## src/rtl/token_frame_sender.sv

```systemverilog
// Transmit side of the Fs/X0/One/Zero/Fd/Fe token link: one command per frame, 4-phase handshake per token.
// Optional macro ACK_SYNC_EN adds a 2-flop synchroniser on every ack input.
module token_frame_sender #(
  parameter int unsigned ACK_TIMEOUT = 1024,
  parameter int unsigned TO_W        = 11
) (
  input  logic clk,
  input  logic rst_n,
  input  logic cmd_valid,
  output logic cmd_ready,
  input  logic cmd_channel,
  input  logic cmd_dir,
  output logic Fs,
  output logic X0,
  output logic One,
  output logic Zero,
  output logic Fd,
  output logic Fe,
  input  logic Fs_ack,
  input  logic X0_ack,
  input  logic one_ack,
  input  logic zero_ack,
  input  logic Fd_ack,
  input  logic Fe_ack,
  output logic busy,
  output logic frame_done,
  output logic timeout_err
);

  typedef enum logic [2:0] {
    S_IDLE = 3'd0,
    S_FS   = 3'd1,
    S_SRC  = 3'd2,
    S_X0   = 3'd3,
    S_DAT  = 3'd4,
    S_FD   = 3'd5,
    S_FE   = 3'd6
  } state_e;

  // Line vector bit order: {Fs, X0, One, Zero, Fd, Fe}
  localparam logic [5:0] TK_FS   = 6'b100000;
  localparam logic [5:0] TK_X0   = 6'b010000;
  localparam logic [5:0] TK_ONE  = 6'b001000;
  localparam logic [5:0] TK_ZERO = 6'b000100;
  localparam logic [5:0] TK_FD   = 6'b000010;
  localparam logic [5:0] TK_FE   = 6'b000001;

  localparam bit             TO_EN   = (ACK_TIMEOUT != 32'd0);
  localparam logic [TO_W-1:0] TO_LAST = TO_W'((ACK_TIMEOUT == 32'd0) ? 32'd0 : ACK_TIMEOUT - 32'd1);

  function automatic logic [5:0] token_of(input state_e st, input logic ch, input logic dr);
    case (st)
      S_FS:    token_of = TK_FS;
      S_SRC:   token_of = ch ? TK_ONE : TK_ZERO;
      S_X0:    token_of = TK_X0;
      S_DAT:   token_of = dr ? TK_ONE : TK_ZERO;
      S_FD:    token_of = TK_FD;
      S_FE:    token_of = TK_FE;
      default: token_of = 6'b000000;
    endcase
  endfunction

  function automatic state_e next_token(input state_e st);
    case (st)
      S_FS:    next_token = S_SRC;
      S_SRC:   next_token = S_X0;
      S_X0:    next_token = S_DAT;
      S_DAT:   next_token = S_FD;
      S_FD:    next_token = S_FE;
      default: next_token = S_IDLE;
    endcase
  endfunction

  state_e          state_q, state_d;
  logic            ph_q, ph_d;
  logic [TO_W-1:0] cnt_q, cnt_d;
  logic            chan_q, chan_d;
  logic            dir_q, dir_d;
  logic [5:0]      tok_q, tok_d;
  logic            busy_q, busy_d;
  logic            done_q, done_d;
  logic            terr_q, terr_d;

  logic [5:0] ack_raw;
  logic [5:0] ack_use;
  logic       match_ack;
  logic       timeout_hit;

  assign ack_raw = {Fs_ack, X0_ack, one_ack, zero_ack, Fd_ack, Fe_ack};

`ifdef ACK_SYNC_EN
  logic [5:0] sync1_q, sync2_q;

  // Two-stage synchroniser for the asynchronous decoder acks
  always_ff @(posedge clk or negedge rst_n) begin
    if (!rst_n) begin
      sync1_q <= 6'b000000;
      sync2_q <= 6'b000000;
    end else begin
      sync1_q <= ack_raw;
      sync2_q <= sync1_q;
    end
  end

  assign ack_use = sync2_q;
`else
  assign ack_use = ack_raw;
`endif

  // Only the ack of the token owned by the current state counts; the rest are ignored
  assign match_ack   = |(token_of(state_q, chan_q, dir_q) & ack_use);
  assign timeout_hit = TO_EN && (cnt_q == TO_LAST);

  // Next-state: DRIVE waits for ack high, RELEASE waits for ack low, any phase may time out
  always_comb begin
    state_d = state_q;
    ph_d    = ph_q;
    cnt_d   = cnt_q;
    chan_d  = chan_q;
    dir_d   = dir_q;
    tok_d   = tok_q;
    done_d  = 1'b0;
    terr_d  = 1'b0;
    case (state_q)
      S_IDLE: begin
        if (cmd_valid) begin
          chan_d  = cmd_channel;
          dir_d   = cmd_dir;
          state_d = S_FS;
          ph_d    = 1'b0;
          cnt_d   = {TO_W{1'b0}};
          tok_d   = TK_FS;
        end else begin
          tok_d = 6'b000000;
        end
      end
      S_FS, S_SRC, S_X0, S_DAT, S_FD, S_FE: begin
        if (!ph_q && match_ack) begin
          ph_d  = 1'b1;
          tok_d = 6'b000000;
          cnt_d = {TO_W{1'b0}};
        end else if (ph_q && !match_ack) begin
          ph_d  = 1'b0;
          cnt_d = {TO_W{1'b0}};
          if (state_q == S_FE) begin
            state_d = S_IDLE;
            tok_d   = 6'b000000;
            done_d  = 1'b1;
          end else begin
            state_d = next_token(state_q);
            tok_d   = token_of(next_token(state_q), chan_q, dir_q);
          end
        end else if (timeout_hit) begin
          state_d = S_IDLE;
          ph_d    = 1'b0;
          cnt_d   = {TO_W{1'b0}};
          tok_d   = 6'b000000;
          terr_d  = 1'b1;
        end else begin
          cnt_d = cnt_q + TO_W'(32'd1);
        end
      end
      default: begin
        state_d = S_IDLE;
        ph_d    = 1'b0;
        cnt_d   = {TO_W{1'b0}};
        tok_d   = 6'b000000;
      end
    endcase
    busy_d = (state_d != S_IDLE);
  end

  // State and registered outputs
  always_ff @(posedge clk or negedge rst_n) begin
    if (!rst_n) begin
      state_q <= S_IDLE;
      ph_q    <= 1'b0;
      cnt_q   <= {TO_W{1'b0}};
      chan_q  <= 1'b0;
      dir_q   <= 1'b0;
      tok_q   <= 6'b000000;
      busy_q  <= 1'b0;
      done_q  <= 1'b0;
      terr_q  <= 1'b0;
    end else begin
      state_q <= state_d;
      ph_q    <= ph_d;
      cnt_q   <= cnt_d;
      chan_q  <= chan_d;
      dir_q   <= dir_d;
      tok_q   <= tok_d;
      busy_q  <= busy_d;
      done_q  <= done_d;
      terr_q  <= terr_d;
    end
  end

  assign {Fs, X0, One, Zero, Fd, Fe} = tok_q;
  assign cmd_ready   = (state_q == S_IDLE);
  assign busy        = busy_q;
  assign frame_done  = done_q;
  assign timeout_err = terr_q;

endmodule

```

## config.mk

```make
export PLATFORM = sky130hd
export DESIGN_NAME = token_frame_sender
export DESIGN_NICKNAME = d
export VERILOG_FILES = /design/src/rtl/token_frame_sender.sv
export SDC_FILE = /design/constraint.sdc
export NUM_CORES = 1
export LEC_CHECK = 0
export CORE_MARGIN = 2
export CORE_UTILIZATION = 49
export DETAILED_ROUTE_END_ITERATION = 16
export HOLD_SLACK_MARGIN = 0.12
export PLACE_DENSITY_LB_ADDON = 0.08
export SETUP_SLACK_MARGIN = 0.2
export SYNTH_ARGS = -nofsm -noshare
export SYNTH_HDL_FRONTEND = slang
export SYNTH_SLANG_ARGS = --single-unit
```

## constraint.sdc

```tcl
create_clock -name clk -period 2.44 [get_ports clk]
set_clock_uncertainty 0.05 [all_clocks]
set_input_delay 0.366 -clock clk [delete_from_list [all_inputs] [get_ports clk]]
set_output_delay 0.366 -clock clk [all_outputs]
set_load 0.1 [all_outputs]
```

# Yosys cells after proc, flatten, opt, wreduce, memory -nomap -nowiden
# Index checks and enable logic that the tools add are counted.
# W data, S select, Z words.
# word_totals
output_inout_bits	10
regBits	26
# classes
eq_ne	15
addsub	1
mux	39
reduce_logical	10
n_bitwise	1
# op_table
operator	count
$pmux W6 S6	2
$mux W11	4
$mux W6	5
$mux W3	9
$pmux W11 S2	1
$eq A3 B3 Y1 const B	6
$pmux W3 S5	1
$eq A3 B2 Y1 const B	4
$mux W1	12
$pmux W6 S2	1
$reduce_or A6 Y1	2
$add A11 B1 Y11 const B	1
$eq A11 B10 Y1 const B	1
$mux W4	2
$and A6 B6 Y6	1
$eq A3 B1 Y1 const B	2
$pmux W3 S2	1
$ne A4 B4 Y1 const B	1
$reduce_and A2 Y1	2
$logic_not A3 Y1	1
$reduce_bool A3 Y1	1
$logic_and A1 B1 Y1	2
$logic_not A1 Y1	2
$ne A2 B2 Y1 const B	1
$pmux W1 S2	1

# Logic depth before layout (Yosys ltp)
# Gate-level depths: netlist of the first run.
# depth
word_depth	15
ltp_mapped	11
ltp_nobuf	8

# Least setup slack after synthesis of the first run
# No wires, ideal clock.
# synth_path
path_kind	flip-flop to flip-flop
start	register state_q[0]
end	register busy_q (netlist: busy)
path_slack_ns	-0.644
arrival_time_ns	2.910
path_stages_with_launch	8
period_less_slack_ns	3.084
setup_ns	0.124
t_required_ns	2.266
cell_sequence	dfrtp_1 > buf_2 > or2_2 > nor2_1 > o21ai_0 > nand3b_1 > o21ai_0 > a211o_1
# synth_between
word_cells_on_any_way	22
cone_classes	eq/ne: 6; mux: 8; bitwise: 1; reduce/logical: 7
# synth_lines
element	line	rtl
start, declared	74	state_e state_q, state_d;
start signal, assigned	186	state_q <= state_d;
$logic_not A3 Y1	-	
net cmd_ready	10	output logic cmd_ready,
$pmux W3 S2	124	case (state_q)
$reduce_bool A3 Y1	170	busy_d = (state_d != S_IDLE);
net busy_d	80	logic busy_q, busy_d;
end signal, assigned	192	busy_q <= busy_d;
end, declared	80	
# The timed path passes the listed nets, and every way through them passes these cells.
# A chain may end at the register's enable or synchronous reset.

# Worst setup path after layout of the first run
# layout_path
start	register cnt_q[0]
end	register cnt_q[9]
# layout_between
elab_chain_cells	5
word_cells_on_any_way	6
cone_classes	add/sub: 1; eq/ne: 1; mux: 4
# layout_lines
element	line	rtl
start, declared	76	logic [TO_W-1:0] cnt_q, cnt_d;
start signal, assigned	178	cnt_q <= {TO_W{1'b0}};
start signal, assigned	188	cnt_q <= cnt_d;
$add A11 B1 Y11 / $eq A11 B10 Y1 (equally long branches)	160, 112	
$mux W11 (*)	153	end else if (timeout_hit) begin
$mux W11 (*)	142	end else if (ph_q && !match_ack) begin
$mux W11 (*)	138	if (!ph_q && match_ack) begin
$pmux W11 S2 (*)	124	
# Mark *: on every way between the ends. The rest lies on a longest branch, timed or not.

==> out/qor.csv, run 1 <==
metric,value,unit
drt_wl_total,3.802,mm
fin_area,0.002024,mm²
floorplan.rows,20,
hold_viol,0,
synth_cells,186,
dr.first_iter.drc_count,91,
max_slew_margin,75.33,%
synth_edf_count,0,
synth_top_cell_area_share,41.37,%
max_slew.worst_pin.slew,0.3689,ns
postCtsHoldBufs,0,
start_util,51.52,%
syn_area_per_cell,8.456,µm²
finalCriticalPeriod,2.356,ns
nNetsFinal,233,
die_y,60.66,µm
fp.coreArea,0.003053,mm²
antennaDiodeCount,0,
grt-ovfl-total,0,
ios,21,
setup_viol,0,
timing.rr.start,cnt_q[0],
final.period_utilization,96.58,%
start_kind,flip-flop,
p_per_area,1056,mW/mm²
place.gp.congestion,0.8860,
route.detailed.drc,0,
synth_top_family_by_area,simple AND/OR/NAND/NOR gates,
wl_per_cell,14.46,µm
synth-simple-area-share,24.34,%
synth-xor-area-share,0.5569,%
vias,1513,
area_delta_synth_final,28.72,%
cp-end-kind,flip-flop,
setup_tns,0,ns
dr.pass1.iters,4,
h-tree-depth,1,
power_leakage,0.8948,nW
critPathRequiredTime,2.60,ns
drv_cap,0,
syn_area,0.001573,mm²
seq_area_frac_synth,41.37,%
synth-async-reset-ratio,100.0,%
clk_pin_slew_worst_paths,0.15,ns
io_buffers,20,
die_area,0.003679,mm²
fmax,0.4244,GHz
slew_violations,0,
die_w,60.66,µm
startpoint,cnt_q[0],
cts.sinks,26,
via_per_inst,5.753,
reg2reg_slack,0.08,ns
clk_latency,0.32,ns
yosys.area.top_type,dfrtp_1,
rsz0062_at_grt,true,
placed_area,0.001871,mm²
ff2ff_path_depth,9,
cts_buffers,3,
cts-root-buf,clkbuf_4,
antenna_found_initial,0,
drtAntennaViolNets,0,
syn-num-nets,199,
ir_worst_vdd,0.0006413,V
synth_area_leaders,"dfrtp_1 (41%), nand2_1 (7.4%), o21ai_0 (5.4%)",
worstReg2RegEnd,cnt_q[9],
grt_max_degree,27,
critical_path_arrival,2.51,ns
ys_seq_elements,26,
grt_pass1_wl,6.244,mm
ys_types,41,
clock_path_buffers,2,
tritoncts,yes,
yosys.area_share.adder,1.591,%
hold_path_class,input pin to asynchronous set/reset pin,
synth.area.mux_share,2.705,%
drive_gt1_share,25.11,%
cp-endpoint,cnt_q[9],
synth_warnings,0,
synthFlopType,dfrtp_1,
power,2.139,mW
fill_cells,256,
synth-compound-area-share,22.83,%
first_global_vias,1429,
crit_fanout,4,
outcome,finished clean,
post-dp-hpwl,2.799,mm
grt.total_usage,22.44,%
path_class,flip-flop to flip-flop,
[final cells by class]
cell class                 count  area [µm²]  area share [%]
clock inverter                 1       30.03           1.483
inverter                       9       33.78           1.669
tap                           44       55.05           2.719
clock buffer                   3       22.52           1.112
timing repair buffer          38       330.3           16.32
multi-input combinational    142       900.9           44.50
sequential                    26       651.9           32.20
[through the flow]
| step | instances | hold WS, ns | util (%) | worst slack [ns] |
|---|---|---|---|---|
| 6_report | 263 | 0.3442 | 66.31 | 0.08355 |
| 4_1_cts | 262 | 0.3554 | 65.25 | 0.08545 |
| 3_5_place_dp | 256 | 0.4219 | 61.27 | 0.03570 |
| 3_3_place_gp | 256 | 0.4089 | 61.27 | 0.08733 |
| 5_1_grt | 263 | 0.3520 | 66.31 | 0.02194 |
| 2_1_floorplan | 186 | 0.02041 | - | 0.1930 |
[layout by cell type, fill, tap and decap left out, types with 3 or more instances in the layout]
master and instances:
o22ai_1 4, a22o_4 3, nand2_2 3, a21oi_1 11, o31ai_1 3, nand2_1 27
clkdlybuf4s50_1 10, dfrtp_1 25, buf_4 25, o21ai_0 16, clkbuf_4 3, nand2b_1 3
and2_1 5, inv_1 9, nand3_1 7, nor2_1 14, nor3_1 5
[cell usage after synthesis (4+ instances only)]
library cell / instances
a21oi_1: 12
o22ai_1: 4
nor3_1: 5
nand3_1: 8
o21ai_0: 17
and2_1: 5
inv_1: 9
nand2_1: 31
o31ai_1: 4
dfrtp_1: 26
nor2_1: 15
[routing by layer]
metal,vias up,track usage (%),share of wire [%]
li1,734,-,-
met1,731,28.06,43
met2,46,41.01,53
met3,2,2.772,3.9
met4,0,5.280,0.39
met5,-,0,0
[registers in the layout, indices dropped and copies added, names as in the netlist]
| register | count |
|---|---|
| ph_q | 1 |
| cnt_q | 11 |
| frame_done | 1 |
| chan_q | 1 |
| dir_q | 1 |
| timeout_err | 1 |
| state_q | 3 |
| tok_q | 6 |
| busy | 1 |
[repair_timing]
item / CTS / global route
pin swaps: 10 / 10
gates resized for setup: 10 / 9
setup buffers: 2 / 1
endpoints found under the setup margin: 11 / 17
[worst max-delay path, stage by stage (launching register included)]
cell     delay [ns]
dfrtp_1        0.43
ha_2           0.20
nand3_2        0.09
or4_4          0.50
and3b_1        0.19
and3_4         0.14
or2_4          0.24
buf_6          0.13
a31oi_1        0.15
o31ai_1        0.09
[cells by family (layout without fill, tap and decap cells)]
kind of cell,Yosys count,count (layout)
and+or+nand+nor,79,79
AOI/OAI and AO/OA,56,56
DFF,26,26
buffers and inverters,18,51
muxes,4,4
adders and majority gates,2,2
xor gates and xnor gates,1,1
[worst min path at each step]
stage	startpoint	endpoint	slack (ns)	depth (start not counted)
after floorplan	rst_n	busy	0.02	0
after global placement	tok_q[5]	tok_q[5]	0.41	2
after detailed placement	tok_q[5]	tok_q[5]	0.42	2
after CTS	rst_n	cnt_q[7]	0.36	2
after global routing	rst_n	cnt_q[3]	0.35	2
final	rst_n	cnt_q[7]	0.34	2
[where the power goes]
group	total, mW	internal, mW	leakage (nW)	switching [mW]
Sequential	0.599	0.506	0.347	0.0934
Combinational	1.25	0.476	0.520	0.769
Clock	0.295	0.166	0.0279	0.129
No activity file was read; power rests on OpenSTA's default activity.
==> run 2, diff against run 1 <==
GPL_TIMING_DRIVEN = 0   (was unset)
==> out/qor.csv, run 2 (synthesis gave the netlist of run 1 again) <==
metric,value,unit
ir_worst_vdd,0.0005555,V
grt.total_usage,24.65,%
path_class,flip-flop to flip-flop,
via_per_inst,5.816,
vias,1553,
dr.first_iter.drc_count,127,
largest_reg_flops,11,
max_slew_margin,19.42,%
worst_path_max_delay_cell,or4_4,
first_global_vias,1423,
wl_per_cell,15.87,µm
clk_pin_slew_worst_paths,0.14,ns
drive_gt1_share,22.42,%
io_buffers,20,
final.period_utilization,97.31,%
final_cell_mix,"nand2_1 (31), dfrtp_1 (26), o21ai_0 (15), nor2_1 (14), buf_4 (13)",
slew_violations,0,
largest_register,cnt_q,
place.gp.congestion,0.9080,
fp.coreArea,0.003053,mm²
cts.sinks,26,
grt_pass1_wl,6.651,mm
slowest_delay,0.51,ns
ios,21,
final_common_cell,nand2_1,
drv_cap,0,
post-dp-hpwl,2.742,mm
start_kind,flip-flop,
finalCriticalPeriod,2.374,ns
p_per_area,1036,mW/mm²
die_w,60.66,µm
hold_viol,0,
power_leakage,0.9508,nW
rsz0062_at_grt,true,
fill_cells,263,
cts_buffers,3,
floorplan.rows,20,
drtAntennaViolNets,0,
cp_top_family,simple AND/OR/NAND/NOR gates,
crit_fanout,5,
drt_wl_total,4.236,mm
biggestRegsByFlops,"cnt_q: 11 flops, tok_q: 6 flops, state_q: 3 flops",
cp_num_buf_inv,1,
nNetsFinal,237,
die_area,0.003679,mm²
cp-end-kind,flip-flop,
power,2.211,mW
grt_max_degree,27,
antennaDiodeCount,0,
cts-root-buf,clkbuf_4,
critPathRequiredTime,2.62,ns
die_y,60.66,µm
h-tree-depth,1,
cp_cell_sequence,ha_4 > nand3_4 > or4_4 > and3b_1 > and3_4 > or2_4 > buf_6 > a31oi_1 > o31ai_1,
grt-ovfl-total,0,
tritoncts,yes,
route.detailed.drc,0,
outcome,finished clean,
clk_latency,0.34,ns
clock_path_buffers,2,
critical_path_arrival,2.56,ns
hold_path_class,flip-flop to flip-flop,
start_util,51.52,%
setup_viol,0,
fmax,0.4212,GHz
area_delta_synth_final,35.72,%
max_slew.worst_pin.slew,1.205,ns
pre_cts_ws,-0.2009,ns
worst_slack,0.06563,ns
antenna_found_initial,0,
dr.pass1.iters,4,
run 2: cell count changes in the layout (fill, tap and decap cells not counted), moves of 3 or more:
cell,before,now
buf_4,25,13
buf_6,2,5
dlygate4sd2_1,0,7
nand2_1,27,31
nand2_2,3,0
run 2: timing repair:
action                     4_1_cts  5_1_grt
gates resized for setup         30       16
hold buffers                     0        0
gates cloned                     1        0
setup endpoints to repair       30       24
buffers inserted                 5        7
pin swaps                        8        8
run 2: worst register-to-register path, stage by stage, from the launching register on:
cell and delay (ns):
dfrtp_1 0.44, ha_4 0.17, nand3_4 0.08, or4_4 0.51
and3b_1 0.18, and3_4 0.17, or2_4 0.26, buf_6 0.14
a31oi_1 0.17, o31ai_1 0.09
run 2: final timing paths:
kind	start	to	slack (ns)	depth (start not counted)
setup / recovery	cnt_q[0]	cnt_q[3]	0.07	9
hold / removal	tok_q[5]	tok_q[5]	0.43	2
setup reg to reg	cnt_q[0]	cnt_q[3]	0.07	9
hold reg to reg	tok_q[5]	tok_q[5]	0.43	2
max in group asynchronous	rst_n	tok_q[2]	1.03	1
min in group asynchronous	rst_n	cnt_q[10]	0.59	1
run 2: layout make-up:
class                           count  area (µm²)  share of cell area (%)
Clock buffer                        3       22.52                   1.055
Tap cell                           44       55.05                   2.579
Inverter                            9       33.78                   1.583
Clock inverter                      1       30.03                   1.407
Timing Repair Buffer               33       295.3                   13.83
Multi-Input combinational cell    142       968.4                   45.37
Buffer                              9       78.83                   3.693
Sequential cell                    26       650.6                   30.48
run 2: metal layers:
| layer | up-vias | track usage [%] | wire (µm) |
|---|---|---|---|
| li1 | 752 | - | - |
| met2 | 48 | 45.16 | 2307 |
| met3 | 9 | 2.772 | 136 |
| met1 | 744 | 28.70 | 1706 |
| met4 | 0 | 10.87 | 86 |
| met5 | - | 0 | 0 |
run 2: power breakdown:
part           total (mW)  internal [mW]  switching (mW)  leakage [nW]
clock network       0.306          0.166           0.139        0.0279
registers           0.558          0.505          0.0534         0.348
logic                1.35          0.498           0.849         0.574
run 2: through the flow:
stage / area (µm²) / TNS [ns] / util [%] / hold WS [ns] / instances
CTS: 2017 / 0 / 66.07 / 0.4368 / 260
floorplan: 1588 / 0 / - / 0.02041 / 186
global placement: 1843 / -0.3903 / 60.37 / 0.4061 / 250
global route: 2135 / 0 / 69.92 / 0.4860 / 267
detailed placement: 1843 / -0.4905 / 60.37 / 0.4087 / 250
finish: 2135 / 0 / 69.92 / 0.4324 / 267
